==> config.mk <==
export PLATFORM = sky130hd
export DESIGN_NAME = fpu_issue_ctrl
export DESIGN_NICKNAME = d
export VERILOG_FILES = /design/src/rtl/fpu_issue_ctrl_pkg.sv /design/src/rtl/fpu_issue_ctrl_edge_det.sv /design/src/rtl/fpu_issue_ctrl.sv
export SDC_FILE = /design/constraint.sdc
export NUM_CORES = 1
export LEC_CHECK = 0
export CAP_MARGIN = 15
export CORE_MARGIN = 3
export CORE_UTILIZATION = 43
export DETAILED_ROUTE_END_ITERATION = 10
export PLACE_DENSITY = 0.86
export SLEW_MARGIN = 20
export SYNTH_ARGS = -nofsm -noshare
export SYNTH_HDL_FRONTEND = slang
export SYNTH_SLANG_ARGS = --single-unit
==> constraint.sdc <==
create_clock -name clk -period 7 [get_ports clk]
set_clock_uncertainty 0.05 [all_clocks]
set_input_delay 1.4 -clock clk [delete_from_list [all_inputs] [get_ports clk]]
set_output_delay 1.4 -clock clk [all_outputs]
set_load 0.1 [all_outputs]
==> src/rtl/fpu_issue_ctrl_pkg.sv <==
// Shared codes for the FPU issue controller: instruction/rounding codes, FSM states, flag bit indices.
// Operand and response bundles are packed so they register as single words.
package fpu_issue_ctrl_pkg;

  localparam logic [3:0] FPU_INSTR_FP2SI       = 4'd6;
  localparam logic [1:0] ROUNDING_MODE_NEAREST = 2'd0;
  localparam logic [1:0] ROUNDING_MODE_TRUNC   = 2'd1;

  localparam int FLAG_INEXACT      = 0;
  localparam int FLAG_UNDERFLOW    = 1;
  localparam int FLAG_OVERFLOW     = 2;
  localparam int FLAG_DIV_BY_ZERO  = 3;
  localparam int FLAG_INVALID      = 4;

  typedef enum logic [1:0] {
    FIC_ST_IDLE   = 2'd0,
    FIC_ST_LAUNCH = 2'd1,
    FIC_ST_RUN    = 2'd2,
    FIC_ST_RESP   = 2'd3
  } ficState_t;

  typedef struct packed {
    logic [3:0]  opcode;
    logic [1:0]  rmode;
    logic [31:0] a;
    logic [31:0] b;
  } fpuOp_t;

  typedef struct packed {
    logic [31:0] result;
    logic [4:0]  flags;
    logic        timeout;
  } fpuRsp_t;

endpackage

==> src/rtl/fpu_issue_ctrl_edge_det.sv <==
// Registered 0->1 detector; latency 0 (rise is combinational from the input and last-cycle register).
// No backpressure; the register resets high so a level already high out of reset is not an edge.
module fpu_edge_det (
  input  logic clk,
  input  logic reset,
  input  logic in,
  output logic rise
);

  logic inQ;

  always_ff @(posedge clk) begin
    if (reset) inQ <= 1'b1;
    else       inQ <= in;
  end

  assign rise = in & ~inQ;

endmodule

==> src/rtl/fpu_issue_ctrl.sv <==
// Issue stage for FPU_top: holds operands stable through RST_HOLD reset cycles, runs until a resultReady
// rising edge or TIMEOUT, then returns the result; req_ready only in IDLE, response held until rsp_ready.
module fpu_issue_ctrl
  import fpu_issue_ctrl_pkg::*;
#(
  parameter int RST_HOLD = 2,
  parameter int TIMEOUT  = 255,
  parameter int TO_W     = 8
) (
  input  logic        clk,
  input  logic        reset,
  input  logic        req_valid,
  output logic        req_ready,
  input  logic [3:0]  req_opcode,
  input  logic [1:0]  req_rmode,
  input  logic [31:0] req_a,
  input  logic [31:0] req_b,
  output logic        rsp_valid,
  input  logic        rsp_ready,
  output logic [31:0] rsp_result,
  output logic [4:0]  rsp_flags,
  output logic        rsp_timeout,
  output logic        fpu_reset,
  output logic [3:0]  fpu_opcode,
  output logic [1:0]  fpu_rmode,
  output logic [31:0] fpu_a,
  output logic [31:0] fpu_b,
  input  logic        fpu_result_ready,
  input  logic [31:0] fpu_result,
  input  logic [4:0]  fpu_flags
);

  localparam int HW = (RST_HOLD > 1) ? $clog2(RST_HOLD) : 1;

  ficState_t       state, nextState;
  logic [HW-1:0]   holdCnt;
  logic [TO_W-1:0] toCnt;
  logic [TO_W-1:0] toNext;
  logic            toHit;
  logic            fpuRise;
  fpuOp_t          opQ;
  fpuRsp_t         rspQ;

  // Edge register runs in every state so a level left high from before RUN never counts as new.
  fpu_edge_det u_edge (
    .clk   (clk),
    .reset (reset),
    .in    (fpu_result_ready),
    .rise  (fpuRise)
  );

  assign toNext = toCnt + 1'b1;
  assign toHit  = (toNext == TO_W'(TIMEOUT));

  always_ff @(posedge clk) begin
    if (reset) state <= FIC_ST_IDLE;
    else       state <= nextState;
  end

  always_comb begin
    nextState = state;
    req_ready = 1'b0;
    rsp_valid = 1'b0;
    fpu_reset = 1'b1;
    case (state)
      FIC_ST_IDLE: begin
        req_ready = 1'b1;
        if (req_valid) nextState = FIC_ST_LAUNCH;
      end
      FIC_ST_LAUNCH: begin
        if (holdCnt == '0) nextState = FIC_ST_RUN;
      end
      FIC_ST_RUN: begin
        fpu_reset = 1'b0;
        if (fpuRise || toHit) nextState = FIC_ST_RESP;
      end
      FIC_ST_RESP: begin
        rsp_valid = 1'b1;
        if (rsp_ready) nextState = FIC_ST_IDLE;
      end
      default: nextState = FIC_ST_IDLE;
    endcase
  end

  always_ff @(posedge clk) begin
    if (reset) begin
      holdCnt <= '0;
      toCnt   <= '0;
      opQ     <= '0;
      rspQ    <= '0;
    end else begin
      case (state)
        FIC_ST_IDLE: begin
          if (req_valid) begin
            opQ     <= '{opcode: req_opcode, rmode: req_rmode, a: req_a, b: req_b};
            holdCnt <= HW'(RST_HOLD - 1);
            toCnt   <= '0;
          end
        end
        FIC_ST_LAUNCH: begin
          if (holdCnt != '0) holdCnt <= holdCnt - 1'b1;
        end
        FIC_ST_RUN: begin
          if (fpuRise)    rspQ <= '{result: fpu_result, flags: fpu_flags, timeout: 1'b0};
          else if (toHit) rspQ <= '{result: 32'h0, flags: 5'h00, timeout: 1'b1};
          else            toCnt <= toNext;
        end
        default: ;
      endcase
    end
  end

  assign fpu_opcode  = opQ.opcode;
  assign fpu_rmode   = opQ.rmode;
  assign fpu_a       = opQ.a;
  assign fpu_b       = opQ.b;
  assign rsp_result  = rspQ.result;
  assign rsp_flags   = rspQ.flags;
  assign rsp_timeout = rspQ.timeout;

endmodule

-- Word level (Yosys, flattened, before mapping)
Cells that the tools add are included.
- flip-flop bits (word level): 120
- input port bits: 112
- output and inout port bits: 111
- word-level logic and storage cells: 52
- add/subtract/negate cells: 2
- eq/ne operators: 10
- multiplexer cells: 17
- bitwise operators: 2
- reductions and logical operators: 10
- operators by type and width (kind ; count):
    $mux W38 ; 2
    $mux W8 ; 3
    $pmux W8 S2 ; 1
    $ne A2 B2 Y1 const B ; 6
    $add A8 B1 Y8 const B ; 1
    $eq A8 B8 Y1 const B ; 1
    $mux W2 ; 4
    $pmux W2 S4 ; 1
    $reduce_and A4 Y1 ; 2
    $reduce_and A2 Y1 ; 3
    $reduce_bool A2 Y1 ; 3
    $mux W1 ; 5
    $eq A2 B2 Y1 const B ; 2
    $eq A2 B1 Y1 const B ; 1
    $logic_not A2 Y1 ; 1
    $pmux W1 S2 ; 1
    $and A1 B1 Y1 ; 1
    $logic_or A1 B1 Y1 ; 1
    $not A1 Y1 ; 1
    $sub A1 B1 Y1 const B ; 1

-- Logic depth before layout (Yosys ltp)
Gate-level depths: netlist of run 1.
- word-level depth: 5
- mapped depth: 9
- mapped depth without buffers: 8

-- Hierarchy
Synthesis of run 1 repeated with hierarchy kept, for this count alone.
- cells, all modules: 564
- area, all modules: 4454.3 sq um
- by module, submodules not included (module ; instances ; cells each ; area each (sq um) ; seq. area each (sq um)):
    fpu_issue_ctrl ; 1 ; 561 ; 4421.7 ; 2382.3
    fpu_edge_det ; 1 ; 3 ; 32.5 ; 20.0

-- Worst setup path after synthesis of run 1
Ideal clock, no wire load.
- path kind: flip-flop to flip-flop
- from: reg state[0]
- to: reg toCnt[7]
- library setup time: 0.122 ns
- arrival time: 2.704 ns
- required time: 6.828 ns
- path slack: 4.124 ns
- cell stages (with the launch flop): 9
- buffers on the path: 0
- clock period less this slack: 2.876 ns
- cells stage by stage: dfxtp_1 inv_1 ha_1 clkinv_1 o21ai_0 nand2_1 a21oi_1 nor3_1 a221o_1
- cells in the longest elaborated chain, start to end: 3
- elaborated cells between the ends (all ways): 8
- those cells by class: eq/ne: 4; mux: 1; reduce/logical: 3
- RTL lines (element ; line ; RTL):
    start: declaration ; fpu_issue_ctrl.sv:35 ; ficState_t state, nextState;
    start signal: assignment ; fpu_issue_ctrl.sv:57 ; else state <= nextState;
    $eq A2 B2 Y1 or $logic_not A2 Y1 (tied branches) ; fpu_issue_ctrl.sv:92 ; case (state)
    $ne A2 B2 Y1 (no source line) or $reduce_bool A2 Y1 (tied branches) ; - ;
    $reduce_and A4 Y1 (no source line) ; - ;
    end signal: assignment ; fpu_issue_ctrl.sv:106 ; else toCnt <= toNext;
    end: declaration ; fpu_issue_ctrl.sv:37 ; logic [TO_W-1:0] toCnt;
Parallel ways exist; a longest one is shown, timed or not.
A chain may end at the register's enable or synchronous reset.

-- Final worst setup path of run 1
- from: reg state[0]
- to: out fpu_reset
- cells in the longest elaborated chain, start to end: 2
- RTL lines (element ; line ; RTL):
    $eq A2 B2 Y1 ; fpu_issue_ctrl.sv:65 ; case (state)
    $mux W1 ; fpu_issue_ctrl.sv:65 ;
    end: declaration ; fpu_issue_ctrl.sv:23 ; output logic fpu_reset,
No other way between the ends.

==> results of run 1 <==
-- worst max-delay path, cell delays in order (launching register included) --
cell and delay (ps):
dfxtp_1 410, inv_1 100, ha_1 290, clkinv_1 180
clkdlybuf4s50_1 1170
-- power by group through the flow --
stage / Combinational (mW) / Sequential, mW / Clock, mW
finish: 1.11 / 0.811 / 0.915
global route: 1.16 / 0.821 / 0.960
global placement: 1.08 / 0.817 / 0
detailed placement: 1.10 / 0.823 / 0
floorplan: 0.316 / 1.33 / 0
CTS: 1.11 / 0.811 / 0.929
-- routing by layer --
| metal | vias to the layer above | global-route usage | share of wire | wire length (um) |
|---|---|---|---|---|
| met2 | 140 | 0.4466 | 0.54 | 7438 |
| met4 | 0 | 0.1050 | 0.026 | 365 |
| met3 | 30 | 0.1044 | 0.072 | 997 |
| met1 | 2018 | 0.2483 | 0.37 | 5066 |
| met5 | - | 0 | 0 | 0 |
| li1 | 2090 | - | - | - |
-- cell families after synthesis --
logic type	after synthesis	synth area share
AOI/OAI and AO/OA	133	0.1990
adders and majority gates	6	0.01731
buffers and inverters	37	0.03894
DFF	120	0.5538
muxes	4	0.009807
and+or+nand+nor	187	0.1811
-- registers in the layout, indices dropped and copies added (netlist names) --
signal       flops
rsp_result      32
rsp_timeout      1
fpu_b           32
fpu_rmode        2
state            2
rsp_flags        5
fpu_opcode       4
fpu_a           32
u_edge.inQ       1
toCnt            8
holdCnt          1
-- layout by cell type (no fill, tap or decap), drive strengths merged, types with 3 or more instances in the layout --
cell,count
nand2b,5
a22o,37
dfxtp,120
inv,5
clkbuf,25
nor3,4
nand2,151
a21oi,80
o21ai,3
bufinv,4
nand3,3
clkinv,3
ha,6
nor2,7
clkdlybuf4s50,221
buf,5
-- layout make-up --
class                           count  area [um^2]  share of cell area
Clock buffer                       25        494.2             0.06820
Sequential cell                   120         2402              0.3315
Clock inverter                      7        137.6             0.01899
Inverter                            6        22.52            0.003108
Timing Repair Buffer              226         2247              0.3101
Multi-Input combinational cell    330         1777              0.2452
Tap cell                          133        166.4             0.02296
-- stage by stage --
stage	area (um^2)	utilization	instances	setup WS, ps
final	7247	0.7414	847	2891
after global routing	7247	0.7414	847	2754
after CTS	7247	0.7414	847	2851
after detailed placement	6615	0.6768	815	3236
after global placement	6614	0.6767	815	3360
after floorplan	4338	-	487	4124
-- synthesized netlist by cell type, types with 2 or more instances --
| master | number | area share |
|---|---|---|
| a41o_1 | 2 | 0.0046 |
| and2_1 | 2 | 0.0029 |
| nor2_1 | 7 | 0.0061 |
| nor3_1 | 4 | 0.0046 |
| a21oi_1 | 79 | 0.091 |
| nand2b_1 | 5 | 0.0072 |
| or3_1 | 2 | 0.0029 |
| buf_6 | 4 | 0.010 |
| mux2_2 | 2 | 0.0052 |
| a22o_1 | 37 | 0.075 |
| clkbuf_1 | 27 | 0.023 |
| o21ai_0 | 3 | 0.0035 |
| nor2b_1 | 2 | 0.0029 |
| nand2_1 | 151 | 0.13 |
| ha_1 | 6 | 0.017 |
| or2_2 | 2 | 0.0029 |
| inv_1 | 5 | 0.0043 |
| mux2i_1 | 2 | 0.0046 |
| nand3_1 | 3 | 0.0035 |
| dfxtp_1 | 120 | 0.55 |
-- worst min path at each step --
stage	endpoint	depth (start not counted)	slack, ps
floorplan	holdCnt	2	400
global placement	fpu_opcode[0]	2	390
detailed placement	fpu_b[8]	2	400
CTS	fpu_b[8]	2	410
global route	fpu_b[28]	2	430
finish	fpu_a[19]	2	400
==> impl_metrics.ini, run 1 <==
[synthesis]
synthFlopType = dfxtp_1
ys_seq_area_frac = 0.5538
synth.distinct_cells = 42
async_flop_share = 0
synth_area_per_cell_um2 = 8.907
synth-edff-count = 0
ys_seq_elements = 120
netlist_area_um2 = 4338
synth.net_count = 605
syn_inst = 487
yosysWarnings = 0

[die]
die_h_um = 106.4
die-area_um2 = 11330
start_util = 0.4438
core-area_um2 = 9774
die_w_um = 106.4
ios = 223
rows = 36

[clock_tree]
ctsResizeCount = 0
hold_buffers = 0
cts_made_buffers = 17
cts_tree = done
root_buffer = clkbuf_8
clkSinkCount = 120
cts_setup_buffers = 0
htreeDepth = 4
clk_latency_ps = 520
clk_pin_slew_ps = 50
cts_buffer_depth = 2

[cells_and_area]
fillCellCount = 698
nNetsFinal = 819
diodes = 0
synthToLayoutAreaGrowth_pct = 67.06
layout-drive-gt1-share = 0.06303

[drt]
wire_per_inst_um = 16.37
drt_iter0_markers = 213
routed_via_density = 5.051
drc = 0
antenna_left = 0
vias = 4278
drt-total-wl_mm = 13.87
dr.pass1.iters = 5

[sta]
drv_slew = 0
period_needed_ps = 4109
worst_pin_slew_ps = 1021
period_share = 0.5870
tns_ps = 0
maxSlewHeadroom = 0.3171
setup_viol_count_final = 0
fmax_mhz = 243.4
hold_viol_final = 0
rsz0062_at_grt = no
hold_ws_ps = 404.2

[setup_path]
crit-reg2reg-launch = toCnt[1]
endpoint = fpu_reset
critical_path_class = reg2out
cp_max_fo = 7
end_kind = primary output
reg2regPathDepth = 8
r2r-end = rsp_flags[1]
startpoint = state[0]
worstSetupStartpointType = flip-flop
crit_arrival_ps = 2660
reg2reg_slack_ps = 4240
crit_required_ps = 5550

[global_routing]
grt_pass1_wl_mm = 21.99
overflow = 0
antenna_found_initial = 0
grt_use_total = 0.2473
grt_max_degree = 74
grt_pass1_vias = 4461

[power]
power_density_nw_per_um2 = 391.2
switching_power_mw = 1.176
total_power_mw = 2.835
p_comb_frac = 0.391
swShare = 0.4149
leakage_nw = 2.732
intPower_mw = 1.659
ir_worst_vdd_uv = 244.5
seq_power_share = 0.286
clkPwrFrac = 0.323

[run]
drv_cap = 0

[place]
port_buffers = 222
hpwl_mm = 9.606
place_congestion = 0.9108

[run_status]
status = finished clean

[worst_hold_path]
holdCritStartpoint = fpu_a[19]
hold_class = reg2reg
Power figures use the tool's default switching activity.
==> run 2: changes to the inputs <==
--- a/config.mk
+++ b/config.mk
@@ -7,9 +7,9 @@
 export LEC_CHECK = 0
 export CAP_MARGIN = 15
 export CORE_MARGIN = 3
-export CORE_UTILIZATION = 43
+export CORE_UTILIZATION = 40
 export DETAILED_ROUTE_END_ITERATION = 10
-export PLACE_DENSITY = 0.86
+export PLACE_DENSITY = 0.81
 export SLEW_MARGIN = 20
 export SYNTH_ARGS = -nofsm -noshare
 export SYNTH_HDL_FRONTEND = slang
==> constraint.sdc (replaced) <==
create_clock -name clk -period 4 [get_ports clk]
set_clock_uncertainty 0.05 [all_clocks]
set_input_delay 0.8 -clock clk [delete_from_list [all_inputs] [get_ports clk]]
set_output_delay 0.8 -clock clk [all_outputs]
set_load 0.1 [all_outputs]
==> run 2 against run 1 <==
  * Critical path type unchanged
  * Largest power group unchanged
  * Core utilization fell by 4.5 points
  * Flip-flop and latch count did not move
  * Critical path depth fell by 1
  * Worst setup slack got worse by 2100 ps
  * Clock-buffer cell count fell by 5
  * Global-route usage fell by 3.5 points
==> impl_metrics.ini, run 2 (synthesized netlist as in run 1, its figures left out) <==
[run_status]
status = finished clean

[worst_hold_path]
whs_path_depth = 2
hold_class = reg2reg

[setup_path]
cp_max_fo = 6
worstSetupStartpointType = flip-flop
reg2regPathDepth = 7
crit_arrival_ps = 2390
end_kind = primary output
critical_path_class = reg2out
crit_required_ps = 3150

[sta]
period_share = 0.8095
maxSlewHeadroom = 0.3139
setup_viol_count_final = 0
worst_pin_slew_ps = 1026
hold_viol_final = 0
rsz0062_at_grt = no
period_needed_ps = 3238
fmax_mhz = 308.8
tns_ps = 0
drv_slew = 0

[place]
port_buffers = 222
hpwl_mm = 9.351
place_congestion = 0.8405

[clock_tree]
clkSinkCount = 120
htreeDepth = 4
ctsResizeCount = 0
cts_buffer_depth = 2
root_buffer = clkbuf_8
cts_setup_buffers = 0
clk_latency_ps = 510
clk_pin_slew_ps = 60
cts_tree = done
hold_buffers = 0
cts_made_buffers = 17

[global_routing]
grt_max_degree = 84
overflow = 0
grt_use_total = 0.2119
grt_pass1_wl_mm = 19.99
grt_pass1_vias = 4151
antenna_found_initial = 0

[power]
leakage_nw = 2.731
ir_worst_vdd_uv = 393.3
power_density_nw_per_um2 = 687.7

[drt]
vias = 4255
antenna_left = 0
drc = 0
drt_iter0_markers = 276
wire_per_inst_um = 15.66
drt-total-wl_mm = 13.31
routed_via_density = 5.006
dr.pass1.iters = 4

[die]
die_h_um = 110.1
ios = 223
start_util = 0.4165
core-area_um2 = 10420
die-area_um2 = 12130
rows = 37
die_w_um = 110.1

[cells_and_area]
fillCellCount = 810
synthToLayoutAreaGrowth_pct = 67.32
final_common_cell = clkdlybuf4s50_1
nNetsFinal = 819
final_cell_mix = 220 x clkdlybuf4s50_1, 150 x nand2_1, 120 x dfxtp_1
fin_util = 0.6968
diodes = 0
layout-drive-gt1-share = 0.06863

[run]
drv_cap = 0
==> run 2: final cells by class <==
class	count	area, um^2	area share
Tap cell	136	170.2	0.02344
Inverter	6	22.52	0.003103
Timing Repair Buffer	226	2245	0.3093
Clock inverter	12	197.7	0.02724
Multi-Input combinational cell	330	1775	0.2446
Clock buffer	20	445.4	0.06137
Sequential cell	120	2402	0.3310
==> run 2: report_power, final <==
| part | leakage (nW) | switching (mW) | internal, mW |
|---|---|---|---|
| logic | 1.44 | 1.46 | 0.470 |
| registers | 0.978 | 0.0765 | 1.34 |
| clock network | 0.311 | 0.540 | 1.11 |
| total | 2.73 | 2.08 | 2.91 |
==> run 2: routing by layer <==
layer | share of wire | vias to the layer above | track usage
met3 | 0.074 | 26 | 0.08328
met5 | 0 | - | 0
li1 | - | 2088 | -
met2 | 0.53 | 150 | 0.3713
met4 | 0.024 | 0 | 0.08707
met1 | 0.37 | 1991 | 0.2272
==> run 2: worst paths after layout <==
| check | from | endpoint | slack, ps |
|---|---|---|---|
| max reg2reg | toCnt[1] | rsp_result[19] | 1220 |
| max | state[0] | req_ready | 760 |
| min reg2reg | fpu_a[25] | fpu_a[25] | 400 |
| min | fpu_a[25] | fpu_a[25] | 400 |
==> run 2: critical path: stages (launching register included) <==
cell             delay (ps)
dfxtp_1                 330
inv_1                    90
ha_1                    280
clkdlybuf4s50_1        1180
==> run 2: through the flow <==
| stage | hold slack (ps) | std cells | worst slack, ps | area (um^2) | total power [mW] |
|---|---|---|---|---|---|
| 5_1_grt | 420.5 | 850 | 658.5 | 7258 | 5.194 |
| 3_5_place_dp | 396.1 | 818 | 958.5 | 6615 | 3.372 |
| 3_3_place_gp | 390.4 | 818 | 1018 | 6615 | 3.340 |
| 6_report | 400.9 | 850 | 761.9 | 7258 | 4.992 |
| 4_1_cts | 403.3 | 850 | 717.5 | 7258 | 5.032 |
| 2_1_floorplan | 404.3 | 487 | 1124 | 4338 | 2.873 |
